==> src/rtl/zsdram_lcd_prefetch_if.sv <==
// zsdram_lcd_prefetch_if
// Bundles the arbiter read port and the LCD pixel pop port of the frame-buffer
// prefetcher.
//   master : prefetcher side. Drives oRd_Req/oRd_Addr and oPix_Data/oPix_Valid.
//            Receives iRd_Done, iRd_Data1..4 and iPix_Rd.
//   slave  : arbiter/LCD side, with the directions reversed.
interface zsdram_lcd_prefetch_if;
  logic        oRd_Req;
  logic [23:0] oRd_Addr;
  logic        iRd_Done;
  logic [15:0] iRd_Data1;
  logic [15:0] iRd_Data2;
  logic [15:0] iRd_Data3;
  logic [15:0] iRd_Data4;
  logic        iPix_Rd;
  logic [15:0] oPix_Data;
  logic        oPix_Valid;

  modport master (
    output oRd_Req, oRd_Addr, oPix_Data, oPix_Valid,
    input  iRd_Done, iRd_Data1, iRd_Data2, iRd_Data3, iRd_Data4, iPix_Rd
  );

  modport slave (
    input  oRd_Req, oRd_Addr, oPix_Data, oPix_Valid,
    output iRd_Done, iRd_Data1, iRd_Data2, iRd_Data3, iRd_Data4, iPix_Rd
  );
endinterface

==> src/rtl/zsdram_lcd_prefetch.sv <==
// zsdram_lcd_prefetch
// This module streams a frame buffer out of SDRAM to the LCD pixel path.
// - It issues 4-word burst reads to the arbiter.
// - It buffers the returned words in a FIFO.
// - It presents the FIFO head word to the LCD timing generator.
// A pulse on iVsync flushes the FIFO and rewinds to the start of the frame.
// Ports:
//   clk, rst_n     : system clock and asynchronous active-low reset.
//   en             : 1 lets the module issue new requests.
//                    When it is 0, an in-flight burst still completes.
//   iVsync         : one-cycle pulse that marks the start of a new frame.
//   bus (master)   : carries the arbiter read port (oRd_Req, oRd_Addr,
//                    iRd_Done, iRd_Data1..4).
//                    Also carries the pixel port (iPix_Rd, oPix_Data, oPix_Valid).
//   oUnderrun_Cnt  : counts pops requested while the FIFO was empty.
// Optional feature: define ZSDRAM_PREFETCH_UNDERRUN_EN to build the saturating
// underrun counter. Without that define, oUnderrun_Cnt is tied to zero.
module zsdram_lcd_prefetch #(
  parameter logic [23:0] BASE_ADDR   = 24'h000000,
  parameter int          FRAME_WORDS = 32'd130560,
  parameter int          FIFO_DEPTH  = 32'd16
) (
  input  logic                         clk,
  input  logic                         rst_n,
  input  logic                         en,
  input  logic                         iVsync,
  zsdram_lcd_prefetch_if.master        bus,
  output logic [15:0]                  oUnderrun_Cnt
);

  localparam int AW = $clog2(FIFO_DEPTH);
  localparam int CW = AW + 1;
  localparam logic [CW-1:0] DEPTH_C = CW'(FIFO_DEPTH);
  localparam logic [CW-1:0] FOUR_C  = CW'(32'd4);
  localparam logic [CW-1:0] ONE_CW  = CW'(32'd1);
  localparam logic [AW-1:0] ONE_AW  = AW'(32'd1);
  localparam logic [23:0]   FRAME_C = 24'(FRAME_WORDS);

  localparam logic [1:0] ST_IDLE  = 2'd0;
  localparam logic [1:0] ST_REQ   = 2'd1;
  localparam logic [1:0] ST_FILL  = 2'd2;
  localparam logic [1:0] ST_FLUSH = 2'd3;

  logic [1:0]    state_r;
  logic          rd_req_r;
  logic [23:0]   rd_addr_r;
  logic [23:0]   offset_r;
  logic          flush_pend_r;
  logic [1:0]    fill_idx_r;
  logic [15:0]   burst_r [4];

  logic [15:0]   mem_r [FIFO_DEPTH];
  logic [AW-1:0] wr_ptr_r;
  logic [AW-1:0] rd_ptr_r;
  logic [CW-1:0] count_r;
  logic [15:0]   pix_data_r;
  logic          pix_valid_r;

  logic          push_s;
  logic          pop_s;
  logic          flush_s;
  logic          space_ok_s;
  logic [15:0]   push_data_s;
  logic [CW-1:0] free_s;
  logic [23:0]   offset_inc_s;
  logic [23:0]   offset_wrap_s;
  logic [AW-1:0] rd_ptr_next_s;
  logic [CW-1:0] count_next_s;
  logic [15:0]   head_next_s;

  // Derive the datapath controls from the current state.
  always_comb begin
    push_s       = (state_r == ST_FILL);
    flush_s      = (state_r == ST_FLUSH);
    // pix_valid_r mirrors count_r != 0, so it gates pops without another compare.
    pop_s        = bus.iPix_Rd && pix_valid_r;
    push_data_s  = burst_r[fill_idx_r];
    free_s       = DEPTH_C - count_r;
    space_ok_s   = (free_s >= FOUR_C);
    offset_inc_s = offset_r + 24'd4;
    if (offset_inc_s == FRAME_C) begin
      offset_wrap_s = 24'd0;
    end else begin
      offset_wrap_s = offset_inc_s;
    end
  end

  // Compute the next read pointer and the next occupancy of the FIFO.
  always_comb begin
    rd_ptr_next_s = rd_ptr_r;
    count_next_s  = count_r;
    if (flush_s) begin
      rd_ptr_next_s = {AW{1'b0}};
      count_next_s  = {CW{1'b0}};
    end else begin
      if (pop_s) begin
        rd_ptr_next_s = rd_ptr_r + ONE_AW;
      end else begin
        rd_ptr_next_s = rd_ptr_r;
      end
      case ({push_s, pop_s})
        2'b10:   count_next_s = count_r + ONE_CW;
        2'b01:   count_next_s = count_r - ONE_CW;
        default: count_next_s = count_r;
      endcase
    end
  end

  // Select the word the registered head output will show next cycle.
  // A word being pushed into an empty, or emptying, FIFO bypasses the memory.
  always_comb begin
    if (count_next_s == {CW{1'b0}}) begin
      head_next_s = 16'h0000;
    end else if ((count_r == {CW{1'b0}}) || ((count_r == ONE_CW) && pop_s)) begin
      head_next_s = push_data_s;
    end else begin
      head_next_s = mem_r[rd_ptr_next_s];
    end
  end

  // Run the request/fill/flush sequencer.
  always_ff @(posedge clk or negedge rst_n) begin
    if (!rst_n) begin
      state_r      <= ST_IDLE;
      rd_req_r     <= 1'b0;
      rd_addr_r    <= BASE_ADDR;
      offset_r     <= 24'd0;
      flush_pend_r <= 1'b0;
      fill_idx_r   <= 2'd0;
      for (int i = 0; i < 4; i++) begin
        burst_r[i] <= 16'h0000;
      end
    end else begin
      case (state_r)
        ST_IDLE: begin
          if (iVsync) begin
            state_r <= ST_FLUSH;
          end else if (en && space_ok_s) begin
            state_r   <= ST_REQ;
            rd_req_r  <= 1'b1;
            rd_addr_r <= BASE_ADDR + offset_r;
          end
        end
        ST_REQ: begin
          // The arbiter is already committed, so a vsync only marks the data for discard.
          if (iVsync) begin
            flush_pend_r <= 1'b1;
          end
          if (bus.iRd_Done) begin
            rd_req_r <= 1'b0;
            if (flush_pend_r || iVsync) begin
              flush_pend_r <= 1'b0;
              state_r      <= ST_FLUSH;
            end else begin
              burst_r[0] <= bus.iRd_Data1;
              burst_r[1] <= bus.iRd_Data2;
              burst_r[2] <= bus.iRd_Data3;
              burst_r[3] <= bus.iRd_Data4;
              fill_idx_r <= 2'd0;
              state_r    <= ST_FILL;
            end
          end
        end
        ST_FILL: begin
          if (iVsync) begin
            state_r <= ST_FLUSH;
          end else begin
            fill_idx_r <= fill_idx_r + 2'd1;
            if (fill_idx_r == 2'd3) begin
              offset_r <= offset_wrap_s;
              state_r  <= ST_IDLE;
            end
          end
        end
        ST_FLUSH: begin
          offset_r <= 24'd0;
          state_r  <= ST_IDLE;
        end
        default: begin
          state_r  <= ST_IDLE;
          rd_req_r <= 1'b0;
        end
      endcase
    end
  end

  // Update the FIFO pointers, the occupancy and the registered head.
  always_ff @(posedge clk or negedge rst_n) begin
    if (!rst_n) begin
      wr_ptr_r    <= {AW{1'b0}};
      rd_ptr_r    <= {AW{1'b0}};
      count_r     <= {CW{1'b0}};
      pix_data_r  <= 16'h0000;
      pix_valid_r <= 1'b0;
    end else begin
      if (flush_s) begin
        wr_ptr_r <= {AW{1'b0}};
      end else if (push_s) begin
        wr_ptr_r <= wr_ptr_r + ONE_AW;
      end
      rd_ptr_r    <= rd_ptr_next_s;
      count_r     <= count_next_s;
      pix_data_r  <= head_next_s;
      pix_valid_r <= (count_next_s != {CW{1'b0}});
    end
  end

  // Write into the FIFO storage. The storage needs no reset.
  always_ff @(posedge clk) begin
    if (push_s) begin
      mem_r[wr_ptr_r] <= push_data_s;
    end
  end

`ifdef ZSDRAM_PREFETCH_UNDERRUN_EN
  logic [15:0] underrun_r;

  // Count pops requested while the FIFO is empty. The count saturates, and vsync clears it.
  always_ff @(posedge clk or negedge rst_n) begin
    if (!rst_n) begin
      underrun_r <= 16'h0000;
    end else if (iVsync) begin
      underrun_r <= 16'h0000;
    end else if (bus.iPix_Rd && !pix_valid_r && (underrun_r != 16'hFFFF)) begin
      underrun_r <= underrun_r + 16'd1;
    end
  end

  assign oUnderrun_Cnt = underrun_r;
`else
  assign oUnderrun_Cnt = 16'h0000;
`endif

  assign bus.oRd_Req    = rd_req_r;
  assign bus.oRd_Addr   = rd_addr_r;
  assign bus.oPix_Data  = pix_data_r;
  assign bus.oPix_Valid = pix_valid_r;

endmodule
==> src/flat_wrapper.sv <==
// flat-port wrapper written by rule: the top's interface ports become plain ports
module zsdram_lcd_prefetch_flat 
#(
  parameter logic [23:0] BASE_ADDR   = 24'h000000,
  parameter int          FRAME_WORDS = 32'd130560,
  parameter int          FIFO_DEPTH  = 32'd16
)
  (clk, rst_n, en, iVsync, oUnderrun_Cnt, bus_oRd_Req, bus_oRd_Addr, bus_oPix_Data, bus_oPix_Valid, bus_iRd_Done, bus_iRd_Data1, bus_iRd_Data2, bus_iRd_Data3, bus_iRd_Data4, bus_iPix_Rd);
  zsdram_lcd_prefetch_if bus_i ();
  input  logic clk;
  input  logic rst_n;
  input  logic en;
  input  logic iVsync;
  output logic [15:0] oUnderrun_Cnt;
  output wire logic [$bits(bus_i.oRd_Req)-1:0] bus_oRd_Req;
  output wire logic [$bits(bus_i.oRd_Addr)-1:0] bus_oRd_Addr;
  output wire logic [$bits(bus_i.oPix_Data)-1:0] bus_oPix_Data;
  output wire logic [$bits(bus_i.oPix_Valid)-1:0] bus_oPix_Valid;
  input wire logic [$bits(bus_i.iRd_Done)-1:0] bus_iRd_Done;
  input wire logic [$bits(bus_i.iRd_Data1)-1:0] bus_iRd_Data1;
  input wire logic [$bits(bus_i.iRd_Data2)-1:0] bus_iRd_Data2;
  input wire logic [$bits(bus_i.iRd_Data3)-1:0] bus_iRd_Data3;
  input wire logic [$bits(bus_i.iRd_Data4)-1:0] bus_iRd_Data4;
  input wire logic [$bits(bus_i.iPix_Rd)-1:0] bus_iPix_Rd;
  assign bus_oRd_Req = bus_i.oRd_Req;
  assign bus_oRd_Addr = bus_i.oRd_Addr;
  assign bus_oPix_Data = bus_i.oPix_Data;
  assign bus_oPix_Valid = bus_i.oPix_Valid;
  assign bus_i.iRd_Done = bus_iRd_Done;
  assign bus_i.iRd_Data1 = bus_iRd_Data1;
  assign bus_i.iRd_Data2 = bus_iRd_Data2;
  assign bus_i.iRd_Data3 = bus_iRd_Data3;
  assign bus_i.iRd_Data4 = bus_iRd_Data4;
  assign bus_i.iPix_Rd = bus_iPix_Rd;
  zsdram_lcd_prefetch #(.BASE_ADDR(BASE_ADDR), .FRAME_WORDS(FRAME_WORDS), .FIFO_DEPTH(FIFO_DEPTH)) u_core (.clk(clk), .rst_n(rst_n), .en(en), .iVsync(iVsync), .bus(bus_i), .oUnderrun_Cnt(oUnderrun_Cnt));
endmodule
==> config.mk <==
export PLATFORM = sky130hd
export DESIGN_NAME = zsdram_lcd_prefetch_flat
export DESIGN_NICKNAME = d
export VERILOG_FILES = /design/src/rtl/zsdram_lcd_prefetch_if.sv /design/src/rtl/zsdram_lcd_prefetch.sv /design/src/flat_wrapper.sv
export SDC_FILE = /design/constraint.sdc
export NUM_CORES = 1
export LEC_CHECK = 0
export ABC_CLOCK_PERIOD_IN_PS = 3500
export BUFFER_PORTS_ARGS = -buffer_cell sky130_fd_sc_hd__buf_2
export CELL_PAD_IN_SITES_DETAIL_PLACEMENT = 0
export CELL_PAD_IN_SITES_GLOBAL_PLACEMENT = 1
export CORE_UTILIZATION = 40
export CTS_CLUSTER_SIZE = 30
export DETAILED_ROUTE_END_ITERATION = 12
export GPL_TIMING_DRIVEN = 0
export PLACE_DENSITY = 0.64
export SYNTH_ARGS = -nofsm -noshare
export SYNTH_HDL_FRONTEND = slang
export SYNTH_SLANG_ARGS = --single-unit
==> constraint.sdc <==
create_clock -name clk -period 3.5 [get_ports clk]
set_input_delay 0.175 -clock clk [delete_from_list [all_inputs] [get_ports clk]]
set_output_delay 0.175 -clock clk [all_outputs]
set_load 0.005 [all_outputs]
==> results summary, run 1 <==
The run finished with clean final reports. The remaining antenna violation count is 0. The post-synthesis cell type count came out at 59. The leakage power figure is 0.00777 uW.

The aggregate global-route resource usage came out at 21.6%. Ranked by total cell area, the synthesized netlist is headed by sky130_fd_sc_hd__edfxtp_1 (45%), sky130_fd_sc_hd__dfrtp_1 (21%), sky130_fd_sc_hd__mux2_2 (5.5%). CTS built an H-tree with a depth of 2. The floorplan die area came out at 0.0437 mm^2.

The worst register-to-register path has a depth of 9. The fraction of registers with async set/reset came out at 36.0%. The highest ir drop seen on vdd came out at 0.510 mV. Routability-driven placement finished with a final weighted congestion of 0.824. The via density per instance came out at 5.43.

The worst register-to-register path ends at u_core.bus.oPix_Data[9]. The fill cell total of the finished layout came out at 3722. After synthesis the netlist holds a flip-flop and latch count of 400.

The normalized max-slew margin came out at 16.8%. The fraction of layout cells with a size suffix above 1 came out at 20.5%. Once the floorplan was initialized, standard cells occupied 40.7% of the core.

The overall routed net length came out at 46.6 mm. The max-capacitance violation count is 0. After global routing the overflow that remains totals 0. The critical path is of the flop to flop type. TritonCTS built the clock tree. The TritonCTS buffer count came out at 45. For this run, the number of Yosys warnings is 0.

The number of buffers added for setup after CTS is 0. The number of antenna violations at the first check in global routing is 2. The area after detailed placement is 0.0185 mm^2. The fraction of synthesized cell area taken by the top area cell type came out at 44.9%. The maximum root-to-sink buffer count is 3. The first TritonRoute pass finished after 5 iterations. The die is 209 um wide.

The number of DRC markers in iteration 0 is 921. The placed wire-length estimate is 30.4 mm. The count of mapped cells out of synthesis is 1287. The number of flops mapped to enable cells by yosys came out at 256. The highest attainable clock frequency is 0.297 GHz. The area added between synthesis and finish is 20.3%.

The floorplan has 75 rows. The power density relative to cell area is 860 mW/mm^2. Setup repair after global routing left no endpoint under its margin. Clock-pin slew was measured on the worst setup and hold paths at 0.06 ns. The via count of the first global-routing pass came out at 11310. The startpoint type of the worst setup path is a flop.

The area of the core came out at 0.0421 mm^2. The die extent in y came out at 209 um. The total standard cell area after synthesis came out at 0.0171 mm^2. At the pin with the least slew margin, the transition time is 1.24 ns. In this run the critical register-to-register path is launched from u_core.bus.oPix_Valid. The arrival time at the worst endpoint is 3.76 ns.

At the worst endpoint, the required time is 3.90 ns. The minimum period implied by the final worst setup slack is 3.36 ns. Along the worst path, the maximum fanout reaches 10. The top cell types in the final layout, fill and taps aside, are sky130_fd_sc_hd__edfxtp_1 (256), sky130_fd_sc_hd__nand2_1 (187), sky130_fd_sc_hd__dfrtp_1 (144). The number of slew-limit violations in the final report is 0. The worst hold path belongs to the class primary input to flop.

The total setup violations reported at the end of the flow came out at 0. The CTS root buffer is sky130_fd_sc_hd__clkbuf_16. The end point of the worst hold path is u_core.state_r[0].

The finished cells cover 0.0206 mm^2. The clock net sink count came out at 400. In this run the most critical hold path is launched from en. A synthesized cell averages 13.3 um^2. The register area share after synthesis came out at 65.9%. On the final layout, the worst clock skew is 0.0136 ns. The count of buffers added on input and output ports is 108. The critical path capture point type is a flop.

Among all flip-flop cells after synthesis, the most frequent one is sky130_fd_sc_hd__edfxtp_1. The number of failing hold endpoints at the final stage came out at 0. The first global-routing pass estimated 70.4 mm of wire. The DRC violation count after routing is 0. At the later pin of the worst-skew pair, clock insertion delay measures 0.57 ns.

The library cell used most frequently in the layout, excluding fill and tap cells, is sky130_fd_sc_hd__edfxtp_1. The setup check on the worst reg-to-reg path leaves a slack of 0.14 ns. The worst-case hold slack came out at 0.101 ns.

The synthesized design spends more area on one cell type than any other, namely sky130_fd_sc_hd__edfxtp_1. The total power of the final layout is 17700 uW. Entering global routing, the biggest net connects 79 pins.

The net count of the finished layout is 1609. The worst hold path was traced through 5 stages. The boundary pin count is 128.

The mean routed wirelength per cell came out at 22.2 um. The detailed router placed 11415 vias in this run. The post-route clock period utilization is 96.0%.
==> cell type report <==
type                            instances  area (um^2)  area share, %
Timing Repair Buffer                  177         1260           6.11
Multi-Input combinational cell        773         5370           26.1
Tap cell                              539          674           3.27
Clock inverter                         15          145          0.704
Antenna cell                            2         5.00         0.0243
Clock buffer                           67         1290           6.26
Buffer                                106          489           2.37
Inverter                               22         82.6          0.401
Sequential cell                       400        11300           54.8
==> what timing repair did <==
| item | 4_1_cts | 5_1_grt |
|---|---|---|
| hold buffers | 67 | 0 |
| cloned | 0 | 0 |
| endpoints found under the hold margin | 133 | 0 |
| setup endpoints to repair | 26 | 29 |
| resized for setup | 10 | 20 |
==> worst max-delay path: stages, from the launching register on <==
cell	delay, ns
sky130_fd_sc_hd__dfrtp_1	0.46
sky130_fd_sc_hd__nand2_1	0.18
sky130_fd_sc_hd__inv_1	0.22
sky130_fd_sc_hd__nand2_1	0.08
sky130_fd_sc_hd__a21oi_1	0.20
sky130_fd_sc_hd__clkbuf_2	0.37
sky130_fd_sc_hd__clkbuf_1	0.52
sky130_fd_sc_hd__a31oi_1	0.17
sky130_fd_sc_hd__a2111oi_0	0.80
sky130_fd_sc_hd__o31ai_1	0.19
==> logic make-up (layout without fill, tap and decap cells) <==
kind of cell | after synthesis | count (layout) | share of synthesized area, %
AO/OA/AOI/OAI | 263 | 263 | 11.0
XOR/XNOR | 13 | 13 | 0.665
adder cells (fa/ha/maj) | 14 | 14 | 1.02
buffers and inverters | 131 | 387 | 3.30
flip-flops | 400 | 400 | 65.9
multiplexers | 102 | 102 | 7.74
other | 1 | 20 | 0.0219
AND/OR/NAND/NOR | 363 | 363 | 10.4
==> registers in the layout, indices dropped and copies added, names as in the netlist <==
name,count
u_core.mem_r,256
u_core.burst_r,64
u_core.bus.oRd_Addr,22
u_core.offset_r,22
u_core.bus.oPix_Data,16
u_core.count_r,5
u_core.rd_ptr_r,4
u_core.wr_ptr_r,4
u_core.fill_idx_r,2
u_core.state_r,2
u_core.bus.oPix_Valid,1
u_core.bus.oRd_Req,1
u_core.flush_pend_r,1
==> worst max-delay path by stage <==
stage                          startpoint                       end  slack (ns)  depth (start not counted)
detailed placement      u_core.state_r[1]  u_core.bus.oPix_Data[13]       -0.29                         12
floorplan               u_core.count_r[0]   u_core.bus.oRd_Addr[10]        0.79                         10
finish              u_core.bus.oPix_Valid   u_core.bus.oPix_Data[9]        0.14                          9
CTS                 u_core.bus.oPix_Valid  u_core.bus.oPix_Data[13]       0.001                         10
global route        u_core.bus.oPix_Valid  u_core.bus.oPix_Data[10]        0.01                         10
global placement        u_core.state_r[1]  u_core.bus.oPix_Data[15]       -0.24                         12
==> metrics by stage <==
stage	util, %	TNS [ns]	cells	setup slack, ns
finish	48.9	0	2101	0.138
global route	48.9	0	2099	0.00987
CTS	48.9	0	2100	0.00137
detailed placement	43.8	-3.28	1953	-0.289
global placement	43.7	-2.87	1951	-0.236
floorplan	-	0	1304	0.792
==> per-layer routing <==
metal	part of all wire, %	global-route usage [%]
met2	45	33.5
met5	0	0
met3	6.0	3.67
met4	2.6	6.69
met1	46	31.0
==> cells in the mapped netlist (3+ instances only) <==
master                      count
sky130_fd_sc_hd__a211o_1        3
sky130_fd_sc_hd__nor3b_1        6
sky130_fd_sc_hd__o41ai_1        3
sky130_fd_sc_hd__or3_1          4
sky130_fd_sc_hd__inv_1         22
sky130_fd_sc_hd__nand3b_1       3
sky130_fd_sc_hd__buf_4         18
sky130_fd_sc_hd__nor2_1        24
sky130_fd_sc_hd__nand2_1      187
sky130_fd_sc_hd__nand4_1        5
sky130_fd_sc_hd__a21oi_1       13
sky130_fd_sc_hd__nor4_1         4
sky130_fd_sc_hd__o21ai_0       38
sky130_fd_sc_hd__ha_1          14
sky130_fd_sc_hd__buf_2          5
sky130_fd_sc_hd__a211oi_1      84
sky130_fd_sc_hd__xor2_1         4
sky130_fd_sc_hd__mux4_2        16
sky130_fd_sc_hd__buf_1          9
sky130_fd_sc_hd__nand3_1        8
sky130_fd_sc_hd__dfrtp_1      144
sky130_fd_sc_hd__a31oi_1       40
sky130_fd_sc_hd__mux2_2        84
sky130_fd_sc_hd__and3_1        10
sky130_fd_sc_hd__a311oi_1      32
sky130_fd_sc_hd__a2111oi_0     16
sky130_fd_sc_hd__nor3_1        14
sky130_fd_sc_hd__and2_1        76
sky130_fd_sc_hd__edfxtp_1     256
sky130_fd_sc_hd__clkbuf_1      77
sky130_fd_sc_hd__nor2b_1        3
sky130_fd_sc_hd__nand2b_1       5
sky130_fd_sc_hd__o22ai_1        4
sky130_fd_sc_hd__o31ai_1       18
sky130_fd_sc_hd__xnor2_1        9
==> report_power, final <==
| group | leakage [uW] | internal (uW) | switching (uW) |
|---|---|---|---|
| Clock | 0.000700 | 2760 | 1870 |
| Sequential | 0.00418 | 6570 | 335 |
| Combinational | 0.00289 | 1890 | 4290 |
No activity file was read; power rests on OpenSTA's default activity.
==> run 2, diff against run 1 <==
CELL_PAD_IN_SITES_DETAIL_PLACEMENT = unset   (was 0)
CELL_PAD_IN_SITES_GLOBAL_PLACEMENT = unset   (was 1)
PLACE_DENSITY = 0.55   (was 0.64)
REMOVE_ABC_BUFFERS = 1   (was unset)
==> run 2 against run 1 <==
Combinational power down 8.1%. Fmax increased by 3.1%. Hold slack gained 0.032 ns. Setup slack improved by 0.10 ns. Routed wire length fell by 17%.
==> results summary, run 2 (synthesis gave the netlist of run 1 again) <==
The worst setup path is captured at a flop. The aggregate global-route resource usage came out at 18.0% (-3.6 points). The total setup violations reported at the end of the flow came out at 0 (unchanged). The TritonCTS buffer count is 42 (-6.7%). The area growth from synthesis to layout is 19.5%. The TritonCTS clock tree is done. The number of slew-limit violations in the final report is 0 (unchanged). Leaving out fill and tap cells, the most frequent cell in the layout is sky130_fd_sc_hd__edfxtp_1. The part of the total power dissipated in combinational logic is 33.1% (-1.8 points).

In the final layout, the registers with the most flip-flops are u_core.mem_r: 256 flops, u_core.burst_r: 64 flops. The post-route clock period utilization is 93.2% (-2.9 points). The global placer's final weighted congestion came out at 0.771 (-6.5%). In this run the critical register-to-register path is captured at u_core.bus.oPix_Data[6]. The post-CTS clock slew at the launch and capture registers of the worst setup and hold paths came out at 0.06 ns (about the same). The number of flip-flops in the largest register was 256 (unchanged). The fill cell total of the finished layout came to 3615 (-2.9%). The switching power of the nets came out at 5840 uW (-10%). The worst-case clock skew came out at 0.0323 ns (+0.0186 ns). The number of DRC markers in iteration 0 is 520 (-44%). The highest attainable clock frequency came to 0.307 GHz (+3.1%). The total power of the final layout is 17200 uW (-3.1%). The maximum root-to-sink buffer count came out at 3 (unchanged). The placed wire-length estimate is 23.0 mm (-24%).

The boundary pin count came to 128 (unchanged). The number of failing hold endpoints at the final stage is 0 (unchanged). The critical path in this run is classified as flop to flop. The number of optimization iterations in the first detailed-route pass is 5 (unchanged).

The floorplan die area came to 0.0437 mm^2 (unchanged). The CTS root buffer is sky130_fd_sc_hd__clkbuf_16. The final layout net count is 1516 (-5.8%).

The area of the core is 0.0421 mm^2 (unchanged). The die extent in y came out at 209 um (unchanged). The total global routing overflow came to 0 (unchanged). The most critical setup path has its startpoint at u_core.state_r[1]. The final core utilization came out at 48.6% (-0.34 points). The clock net sink count came out at 400 (unchanged). The placement row count is 75 (unchanged).

The setup slack on the worst flop-to-flop path came out at 0.24 ns (+0.10 ns). The maximum number of pins on one net before global-route repair came out at 93 (+18%). The insertion delay to the later sink of the worst-skew pair is 0.57 ns (about the same). The design internal power came out at 11300 uW (+0.93%). The logic depth of the worst register-to-register path was 8 (-1).

The quantity of I/O buffers inserted on ports was 109 (+0.93%). The measured slew at the worst slew-check pin came to 1.24 ns (+0.00178 ns). The arrival time at the worst endpoint is 3.70 ns (-0.06 ns). The via count of the first global-routing pass was 10763 (-4.8%). The power density relative to cell area is 839 mW/mm^2 (-2.5%). The highest ir drop seen on vdd came out at 0.411 mV (-19%).

The number of antenna diodes came out at 0 (-2). The fraction of power consumed by the clock network is 26.1% (about the same). The part of the total power dissipated in sequential elements came out at 40.8% (+1.8 points).

Setup repair after global routing left no endpoint under its margin. The remaining antenna violation count came out at 0 (unchanged). The deepest level of the CTS H-tree was 2 (unchanged). STA classifies the critical path startpoint as a flop. The total non-filler cell area in the finished layout is 0.0205 mm^2 (-0.69%). The mean routed wirelength per cell came out at 19.4 um (-12%). The critical path ends at u_core.bus.oPix_Data[6]. The normalized max-slew margin is 17.3% (+0.52 points). In the layout the commonest cells are sky130_fd_sc_hd__edfxtp_1 (256), sky130_fd_sc_hd__nand2_1 (185), sky130_fd_sc_hd__dfrtp_1 (142). The switching portion of total power was 34.0% (-2.7 points). u_core.mem_r holds more flip-flops than any other register. The area after detailed placement is 0.0183 mm^2 (-0.68%). The overall routed net length came out at 38.9 mm (-17%). The worst-case hold slack came out at 0.133 ns (+0.0320 ns). The DRC violation count after routing is 0 (unchanged). The wire length of the first global-routing pass came out at 61.4 mm (-13%). The via density per instance was 5.35 (-1.5%). The leakage power figure is 0.00767 uW (-1.3%).

In this run the critical register-to-register path is launched from u_core.state_r[1]. The run finished with clean final reports. The fraction of layout cells with a size suffix above 1 is 21.4% (+0.87 points). The worst min-delay path category is primary input to async pin.

The total number of vias came out at 10723 (-6.1%). The max-capacitance violation count was 0 (unchanged). The x dimension of the die came out at 209 um (unchanged). The minimum period implied by the final worst setup slack came out at 3.26 ns (-0.100 ns).

The required time reported for the critical path endpoint came out at 3.94 ns (+0.04 ns). The maximum fanout count along the critical path came out at 32 (+22). The initial core utilization came out at 40.7% (unchanged). The number of antenna violations at the first check in global routing was 0 (-2).
[run 2: changes by cell type in the layout (fill, tap and decap cells not counted), moves of 3 or more]
| cell | delta |
|---|---|
| sky130_fd_sc_hd__buf_12 | +4 |
| sky130_fd_sc_hd__buf_16 | +7 |
| sky130_fd_sc_hd__buf_1 | -6 |
| sky130_fd_sc_hd__clkbuf_2 | -13 |
| sky130_fd_sc_hd__buf_4 | -18 |
| sky130_fd_sc_hd__buf_2 | -5 |
| sky130_fd_sc_hd__clkbuf_16 | -3 |
| sky130_fd_sc_hd__clkbuf_1 | -70 |
[run 2: critical path: stages (launching register included)]
cell	delay [ns]
sky130_fd_sc_hd__dfrtp_2	0.53
sky130_fd_sc_hd__and2_2	0.43
sky130_fd_sc_hd__a21oi_4	0.78
sky130_fd_sc_hd__buf_16	0.25
sky130_fd_sc_hd__buf_12	0.20
sky130_fd_sc_hd__a211oi_1	0.07
sky130_fd_sc_hd__a311oi_1	0.31
sky130_fd_sc_hd__a2111oi_2	0.12
sky130_fd_sc_hd__o31ai_1	0.39
[run 2: power groups by stage]
stage	Combinational (uW)	Clock, uW	Sequential, uW
global placement	4260	0	7050
CTS	5670	4580	6990
global route	6250	4760	7100
floorplan	3530	0	6940
detailed placement	5540	0	7090
finish	5690	4490	7000
[run 2: worst min-delay path by stage]
stage                       from                      end  slack (ns)  depth (start not counted)
3_5_place_dp               rst_n  u_core.bus.oRd_Addr[14]        0.18                          1
3_3_place_gp   bus_iRd_Data3[13]       u_core.burst_r[29]        0.41                          2
6_report                   rst_n  u_core.bus.oRd_Addr[14]        0.13                          2
2_1_floorplan              rst_n        u_core.burst_r[0]       -0.12                          0
4_1_cts                       en        u_core.state_r[0]        0.12                          5
5_1_grt                    rst_n  u_core.bus.oRd_Addr[14]        0.17                          2
[run 2: final cells by class]
cell class / count / area [um^2] / area share, %
inverter: 22 / 87.6 / 0.428
multi-input combinational: 774 / 5440 / 26.6
sequential: 400 / 11300 / 55.2
tap: 539 / 674 / 3.29
timing repair buffer: 192 / 1580 / 7.71
clock buffer: 59 / 1220 / 5.95
clock inverter: 17 / 176 / 0.862
[run 2: what timing repair did]
action / in CTS / in global routing
setup buffers: 0 / 1
hold endpoints to repair: 119 / 0
pin swaps: 0 / 1
hold buffers: 67 / 0
resized for setup: 8 / 8
cloned: 0 / 1
setup endpoints to repair: 16 / 16
[run 2: per-stage QoR]
stage                     worst slack [ns]  TNS [ns]  instances
after CTS                           0.0113         0       2001
after global routing                0.0174         0       2003
after detailed placement            -0.672     -5.66       1858
after floorplan                      -8.46   -145.44       1195
after global placement              -22.95   -427.29       1843
final                                0.239         0       2003
[run 2: routing by layer]
metal  vias to the layer above  GRT usage, %  part of all wire, %  wire length (um)
met1                      5349          25.3                   47             18100
met5                         -             0                    0                 0
met4                         0          4.74                  1.9               744
met3                        52          3.74                  5.0              1960
met2                       242          28.4                   47             18100
li1                       5080             -                    -                 -
==> run 3, diff against run 2 <==
GPL_TIMING_DRIVEN = 1   (was 0)
==> run 3 against run 2 <==
Critical path type unchanged. Flip-flop and latch count is the same. Hold slack lost 0.016 ns. Global-route usage up 0.47 points. Final area is 0.49% higher. Routed wire length grew 2.1%. Largest power group unchanged. Core utilization up 0.24 points. Sequential share of layout area is 0.28 points lower. Register-to-register slack gained 0.47 ns. Critical path depth is 1 lower.
==> results summary, run 3 (synthesis gave the netlist of run 1 again) <==
The remaining antenna violation count came to 0 (unchanged). The area after detailed placement came out at 0.0184 mm^2 (+0.16%). The register with the most flip-flops in the final layout is u_core.mem_r. The number of optimization iterations in the first detailed-route pass came out at 4 (-1). The fraction of layout cells with a size suffix above 1 is 22.8% (+1.4 points). The worst-case hold slack was 0.117 ns (-0.0157 ns). The arrival time at the worst endpoint was 3.23 ns (-0.47 ns). The worst setup path is launched from a flop. The final core utilization is 48.8% (+0.24 points).

The critical path in this run is classified as flop to flop. The highest attainable clock frequency came out at 0.359 GHz (+17%). The library cell used most frequently in the layout, excluding fill and tap cells, is sky130_fd_sc_hd__edfxtp_1. The number of flip-flops in the largest register is 256 (unchanged).

The number of buffers added for setup after CTS is 0 (unchanged). The DRC violation count after routing is 0 (unchanged). The total global routing overflow is 0 (unchanged). The mean routed wirelength per cell came out at 19.5 um (+0.55%). The boundary pin count came out at 128 (unchanged). The overall routed net length came out at 39.7 mm (+2.1%). The insertion delay to the later sink of the worst-skew pair came out at 0.58 ns (about the same). The cell at the slowest stage of the critical path is sky130_fd_sc_hd__or4_4.

Traced cell by cell, the critical path runs through nand4_2 > or4_4 > or4b_1 > o2bb2a_4 > and4_4 > nor3_1 > a211o_1. The number of DRC markers in iteration 0 was 647 (+24%). The maximum root-to-sink buffer count came out at 3 (unchanged). The measured slew at the worst slew-check pin is 0.986 ns (-0.254 ns).

The total setup violations reported at the end of the flow is 0 (unchanged). The initial core utilization came to 40.7% (unchanged). The TritonCTS buffer count came out at 43 (+2.4%). The worst hold path stage count is 4. The final layout net count is 1544 (+1.8%). The top cell types in the final layout, fill and taps aside, are sky130_fd_sc_hd__edfxtp_1 (256), sky130_fd_sc_hd__nand2_1 (187), sky130_fd_sc_hd__dfrtp_1 (144). The clock net sink count came out at 400 (unchanged). The required time reported for the critical path endpoint is 3.95 ns (about the same). The wire length of the first global-routing pass was 62.3 mm (+1.5%). The end point of the worst hold path is u_core.rd_ptr_r[1].

Among cell families on the critical path, the largest total delay comes from simple AND/OR/NAND/NOR gates. The via count of the first global-routing pass came out at 10768 (+0.046%). The aggregate global-route resource usage is 18.5% (+0.47 points). The number of antenna violations at the first check in global routing is 1 (+1).

The maximum number of pins on one net before global-route repair came to 85 (-8.6%). The leakage power figure is 0.00779 uW (+1.5%). The max-capacitance violation count was 0 (unchanged). In this run the critical register-to-register path is captured at u_core.offset_r[14]. The total non-filler cell area in the finished layout came out at 0.0206 mm^2 (+0.49%). The logic depth of the worst register-to-register path was 7 (-1). The number of slew-limit violations in the final report is 0 (unchanged). The critical path buffer and inverter count is 0 (-2). The critical path capture point type is a flop.

The area of the core was 0.0421 mm^2 (unchanged). The power density relative to cell area is 833 mW/mm^2 (-0.69%). The quantity of I/O buffers inserted on ports came out at 109 (unchanged). In the final layout, the registers with the most flip-flops are u_core.mem_r: 256 flops, u_core.burst_r: 64 flops. The global placer's final weighted congestion is 0.782 (+1.4%). The flow ran to the end, and the final reports show no timing, DRC or antenna violations. The CTS root buffer is sky130_fd_sc_hd__clkbuf_16. The placed wire-length estimate is 23.6 mm (+2.7%). The maximum fanout count along the critical path is 8 (-75%). The total number of vias is 10852 (+1.2%).

The number of failing hold endpoints at the final stage is 0 (unchanged). The post-CTS clock slew at the launch and capture registers of the worst setup and hold paths is 0.06 ns (about the same). The deepest level of the CTS H-tree is 2 (unchanged). The post-route clock period utilization was 79.6% (-14 points). The startpoint of the most critical hold path is bus_iPix_Rd. The normalized max-slew margin came to 34.3% (+17 points). The setup slack on the worst flop-to-flop path came to 0.71 ns (+0.47 ns). The TritonCTS clock tree is done. The number of antenna diodes is 0 (unchanged). The area added between synthesis and finish is 20.1%. The tightest min-delay check is of the primary input to flop type. The via density per instance came to 5.34 (-0.34%).

The placement row count is 75 (unchanged). The reg-to-reg critical path startpoint is u_core.offset_r[9]. Setup repair after global routing left no endpoint under its margin. The highest cell delay on the worst timing path is 0.59 ns (-0.19 ns).

The floorplan die area came to 0.0437 mm^2 (unchanged). The x dimension of the die came out at 209 um (unchanged). The worst-case clock skew came to 0.0269 ns (-0.00538 ns). The number of cells in the finished layout apart from fillers came to 2034 (+1.5%).

The die extent in y came out at 209 um (unchanged). The number of placed instances with taps included came to 1887 (+1.6%). The minimum period implied by the final worst setup slack is 2.79 ns (-0.474 ns). The highest ir drop seen on vdd is 0.522 mV (+27%).
## run 3: cell count changes in the layout (fill, tap and decap cells not counted), sizes merged
cell,previous run,this run
clkinv,14,16
clkinvlp,0,6
clkbuf,59,49
inv,22,23
o21ai,39,38
bufinv,3,8
buf,125,153
## run 3: how the worst max path moves through the flow
| stage | startpoint | to | slack [ns] | depth (start not counted) |
|---|---|---|---|---|
| 3_3_place_gp | u_core.count_r[1] | u_core.bus.oRd_Addr[10] | 0.70 | 9 |
| 6_report | u_core.offset_r[9] | u_core.offset_r[14] | 0.71 | 7 |
| 4_1_cts | u_core.offset_r[2] | u_core.offset_r[14] | 0.70 | 8 |
| 3_5_place_dp | u_core.offset_r[2] | u_core.offset_r[15] | 0.72 | 8 |
| 2_1_floorplan | u_core.bus.oPix_Valid | u_core.bus.oPix_Data[0] | -8.46 | 7 |
| 5_1_grt | u_core.state_r[0] | u_core.bus.oPix_Data[0] | 0.46 | 12 |
## run 3: routing by layer
layer / vias up / GRT usage, % / share of wire [%]
li1: 5138 / - / -
met3: 63 / 2.95 / 4.5
met5: - / 0 / 0
met4: 0 / 5.83 / 2.5
met2: 249 / 29.5 / 47
met1: 5402 / 25.9 / 46
## run 3: cell type report
type,instances,area [um^2]
fillers,3685,21600
flip-flops and latches,400,11300
multi-input cells,773,5370
repair buffers,220,1620
clock buffers,49,1130
well taps,539,674
clock inverters,31,412
inverters,22,83.8
## run 3: worst register-to-register path: cells and delay by family, from the launching register on
kind / cells / cell delay [ns]
AO/OA/AOI/OAI: 2 / 0.50
flip-flops: 1 / 0.50
AND/OR/NAND/NOR: 5 / 1.66
## run 3: through the flow
stage	total power, uW	setup WS, ns	setup TNS (ns)
final	17100	0.712	0
after global routing	18100	0.462	0
after global placement	12200	0.702	0
after floorplan	10500	-8.46	-145.44
after detailed placement	12300	0.717	0
after CTS	17300	0.701	0
## run 3: power breakdown
part	leakage (uW)	internal, uW	switching, uW	total (uW)
registers	0.00418	6560	345	6910
logic	0.00287	1940	3410	5360
clock network	0.000742	2940	1940	4880
## run 3: repair_timing
item / 4_1_cts / 5_1_grt
hold buffers: 67 / 0
resized for setup: 0 / 0
endpoints found under the hold margin: 133 / 0
